File: config.mk
export PLATFORM = sky130hd
export DESIGN_NAME = rv_result_fifo
export DESIGN_NICKNAME = d
export VERILOG_FILES = /design/src/rtl/rv_result_fifo.sv
export SDC_FILE = /design/constraint.sdc
export NUM_CORES = 1
export LEC_CHECK = 0
export ABC_AREA = 1
export CAP_MARGIN = 40
export CORE_MARGIN = 5
export CORE_UTILIZATION = 56
export DETAILED_ROUTE_END_ITERATION = 8
export GPL_ROUTABILITY_DRIVEN = 0
export HOLD_SLACK_MARGIN = 0.02
export PLACE_DENSITY = 0.91
export SLEW_MARGIN = 20
export SYNTH_ARGS = -nofsm -noshare
export SYNTH_HDL_FRONTEND = slang
export SYNTH_SLANG_ARGS = --single-unit
export TNS_END_PERCENT = 30
File: constraint.sdc
create_clock -name clk -period 4.2 [get_ports clk]
set_input_delay 0.42 -clock clk [delete_from_list [all_inputs] [get_ports clk]]
set_output_delay 0.42 -clock clk [all_outputs]
set_load 0.01 [all_outputs]
File: src/rtl/rv_result_fifo.sv
// rv_result_fifo: result buffer between the pipeline controller and the downstream consumer.
// Latency: a push at edge N is visible on out_valid/out_data right after edge N (first-word fall-through).
// Backpressure: in_ready = !full from registered state only; a push while full is dropped and sets sticky overflow.
//
// Ports:
//   clk        sole clock, rising edge
//   reset      synchronous active-low reset
//   in_valid   result available from the controller
//   in_data    result payload
//   in_ready   buffer can take a result this cycle (feeds controller ready_in)
//   out_valid  head entry available
//   out_data   head entry payload
//   out_ready  consumer accepts the head entry
//   count      occupied entries, 0..DEPTH
//   full       count == DEPTH
//   empty      count == 0
//   overflow   sticky: a result was offered while the buffer was full
module rv_result_fifo #(
  parameter int WIDTH = 32,
  parameter int DEPTH = 4
) (
  input  logic                       clk,
  input  logic                       reset,
  input  logic                       in_valid,
  input  logic [WIDTH-1:0]           in_data,
  output logic                       in_ready,
  output logic                       out_valid,
  output logic [WIDTH-1:0]           out_data,
  input  logic                       out_ready,
  output logic [$clog2(DEPTH+1)-1:0] count,
  output logic                       full,
  output logic                       empty,
  output logic                       overflow
);

  localparam int PTR_W = $clog2(DEPTH);
  localparam int CNT_W = $clog2(DEPTH+1);

  logic [WIDTH-1:0] mem [DEPTH];
  logic [PTR_W-1:0] wr_ptr;
  logic [PTR_W-1:0] rd_ptr;
  logic [CNT_W-1:0] count_q;
  logic             overflow_q;

  logic push;
  logic pop;
  logic push_refused;

  // Flags come from the count register only, so nothing on the out side
  // reaches in_ready combinationally: a pop while full does not admit a push
  // in the same cycle.
  assign full      = (count_q == CNT_W'(DEPTH));
  assign empty     = (count_q == '0);
  assign in_ready  = !full;
  assign out_valid = !empty;
  assign out_data  = mem[rd_ptr];
  assign count     = count_q;
  assign overflow  = overflow_q;

  assign push         = in_valid && in_ready;
  assign pop          = out_valid && out_ready;
  assign push_refused = in_valid && !in_ready;

  // Storage. Entries are cleared on reset so out_data reads 0 afterwards.
  always_ff @(posedge clk) begin
    if (!reset) begin
      for (int i = 0; i < DEPTH; i++) begin
        mem[i] <= '0;
      end
    end else if (push) begin
      mem[wr_ptr] <= in_data;
    end
  end

  // Pointers wrap naturally because DEPTH is a power of two.
  always_ff @(posedge clk) begin
    if (!reset) begin
      wr_ptr <= '0;
      rd_ptr <= '0;
    end else begin
      if (push) begin
        wr_ptr <= wr_ptr + PTR_W'(1);
      end
      if (pop) begin
        rd_ptr <= rd_ptr + PTR_W'(1);
      end
    end
  end

  // Occupancy: push and pop together leave the count unchanged.
  always_ff @(posedge clk) begin
    if (!reset) begin
      count_q <= '0;
    end else begin
      case ({push, pop})
        2'b10:   count_q <= count_q + CNT_W'(1);
        2'b01:   count_q <= count_q - CNT_W'(1);
        default: count_q <= count_q;
      endcase
    end
  end

  // Sticky until reset.
  always_ff @(posedge clk) begin
    if (!reset) begin
      overflow_q <= 1'b0;
    end else if (push_refused) begin
      overflow_q <= 1'b1;
    end
  end

endmodule

==> metrics.csv <==
metric;value;unit
met1 Use GR;0.276;
flop2flop setup slack;2.13;ns
LEAKAGE;0.00335;µW
largest cells by area after synthesis;edfxtp_1, nor2_2, nand2_4;
Initial Util;0.569;
FFs w/ async S/R, synth;0;
cts repair resizes;0;
R2R cell count;7;
final worst path period share;0.728;
Setup Skew;0.00787;ns
Hold Path Cell Cnt;2;
DRT Pass-1 Iters;5;
power per cell area;571;mW/mm²
Core Region;0.0114;mm²
Post-CTS Setup Repair Bufs;0;
minimum clock period;3.06;ns
fillers;715;
H-Tree Depth;4;
Seq/Total Area, Yosys;0.625;
die height;117;µm
drt first-iter violations;504;
syn nets;626;
critical path startpoint category;flop;
Setup TNS Final;0;ns
synthesized area per cell;11.0;µm²
area of the mapped netlist;0.00647;mm²
Top Ports;76;
nets;698;
# DRC;0;
total CTS buffers;17;
Slew headroom;0.452;
predominant post-synthesis flop cell;edfxtp_1;
ANT cells;0;
Max FO, Critical Path;33;
Yosys top cell by area;edfxtp_1;
synth warn;0;
status;completed;
GRT Overall Usage;0.233;
top post-synthesis cells by count;edfxtp_1, inv_1, nor2_1;
Synth-to-Final Area Change;24.1;%
met3 Use GR;0.0682;
cts-stage hold buffer count;0;
initial antenna violation count;0;
Slew Viols, Final;0;
Final setup violation count;0;
Finished Core Util;0.706;
grt total ovfl;0;
largest net degree at the start of global routing;65;
Area after DPL;0.00742;mm²
clock sink count;138;
Final Hold Viols;0;
Clock Latency Late Sink;0.42;ns
Critical Path End Type;primary output;
vias in the first global route;4919;
vias per inst;5.73;
f_max;0.327;GHz
root buffer cell;clkbuf_16;
layout cells sized above 1;0.217;
unrepaired setup endpoints after global routing;false;
GR peak layer;met2;
r2r endpoint;mem[2][16];
row count;39;
CTS Buffer Depth;2;
reg2reg start;count[1];
Hold Path Sink;overflow;
Max Cap Viol;0;
Max VDD drop;0.378;mV
post-synth top area share;0.594;
critical path type;flop to primary output;
CP required;3.78;ns
IO buf count;75;
drt total wl;16.0;mm
register bit total from synthesis;138;
die area;0.0138;mm²
CTS tree;built;
post-route cell area;0.00803;mm²
Wirelength per Cell;19.6;µm
first-pass GRT wire length;25.5;mm
Yosys cell types;21;
register clock-pin slew on the reported worst setup and hold paths;0.06;ns
Hold Crit Class;flop to flop;
post-DP HPWL;9.32;mm
ANT nets after route;0;
CP Data Arrival Time;2.64;ns
Worst Max-Slew Pin Slew;0.819;ns
Post-synth EDFFs;128;
Synth Instances;588;
hold_sp;overflow;
via count;4679;
most frequent cell after synthesis;edfxtp_1;
Die X;117;µm
M2 GR Usage;0.415;
-- layer usage --
layer  wire, µm  vias to the layer above
li1           -                     2129
met1       5750                     2277
met2       8680                      247
met3       1360                       26
met4        221                        0
met5          0                        -
-- metrics by stage --
| step | setup slack [ns] | power [µW] | hold WS [ns] | instances |
|---|---|---|---|---|
| 6_report | 1.14 | 4580 | 0.474 | 816 |
| 5_1_grt | 1.10 | 4780 | 0.513 | 816 |
| 4_1_cts | 1.20 | 4580 | 0.469 | 815 |
| 3_5_place_dp | 1.18 | 3110 | 0.459 | 783 |
| 3_3_place_gp | 1.29 | 3020 | 0.464 | 778 |
| 2_1_floorplan | 0.673 | 2470 | 0.468 | 588 |
-- registers in the layout, summed over array words and instances, names as in the netlist, named ones only --
| signal | flops |
|---|---|
| rd_ptr | 2 |
| overflow | 1 |
| count | 3 |
| mem | 128 |
| wr_ptr | 2 |
-- cell usage in the layout, fill, tap and decap left out, types with 2 or more instances in the layout --
| cell type | count |
|---|---|
| nand2_2 | 2 |
| bufinv_16 | 3 |
| o21ai_0 | 60 |
| o21ai_4 | 4 |
| clkinv_2 | 3 |
| dfxtp_2 | 2 |
| inv_1 | 80 |
| o21ai_1 | 6 |
| nand2_4 | 32 |
| clkdlybuf4s50_1 | 75 |
| clkbuf_16 | 17 |
| edfxtp_1 | 128 |
| clkinv_1 | 3 |
| clkinvlp_4 | 4 |
| nand3_1 | 5 |
| nor2_2 | 61 |
| nor3_1 | 32 |
| buf_16 | 3 |
| buf_12 | 2 |
| nand2_1 | 18 |
| o22ai_1 | 32 |
| a21oi_1 | 7 |
| dfxtp_1 | 8 |
| buf_4 | 8 |
| nor2_1 | 70 |
-- worst max-delay path by stage --
stage          start      endpoint  cells past startpoint
6_report        flop  out_data[14]                      6
5_1_grt         flop  out_data[14]                      6
4_1_cts         flop  out_data[14]                      6
3_5_place_dp   reset    mem[1][17]                      6
3_3_place_gp   reset    mem[2][17]                      6
2_1_floorplan  reset     mem[0][0]                      3
-- power by group --
| part | leakage (µW) | internal (µW) | switching (µW) |
|---|---|---|---|
| registers | 0.00142 | 1670 | 63.4 |
| logic | 0.00167 | 573 | 807 |
| clock network | 0.000274 | 922 | 547 |
| total | 0.00335 | 3160 | 1420 |
-- worst max-delay path, stage by stage (launching register included) --
cell	delay, ns
dfxtp_1	0.30
buf_4	0.24
inv_1	0.48
buf_8	0.25
o21ai_0	0.11
o22ai_1	0.23
clkdlybuf4s50_1	0.60
-- area by class of cell --
| cell class | instances | area [µm²] | share of cell area |
|---|---|---|---|
| sequential | 138 | 4050 | 0.504 |
| tap | 143 | 179 | 0.0223 |
| timing repair buffer | 89 | 948 | 0.118 |
| clock buffer | 18 | 429 | 0.0535 |
| clock inverter | 14 | 155 | 0.0193 |
| inverter | 81 | 304 | 0.0379 |
| multi-input combinational | 333 | 1970 | 0.245 |
-- kinds of logic (layout without fill, tap and decap cells) --
family                   count (synthesis)  count (layout)  share of synthesized area
buffers and inverters                  117             202                     0.0787
adder cells (fa/ha/maj)                  2               2                    0.00503
AO/OA/AOI/OAI                          109             109                     0.0905
flip-flops                             138             138                      0.625
AND/OR/NAND/NOR                        222             222                      0.201
No activity file was read; power rests on OpenSTA's default activity.
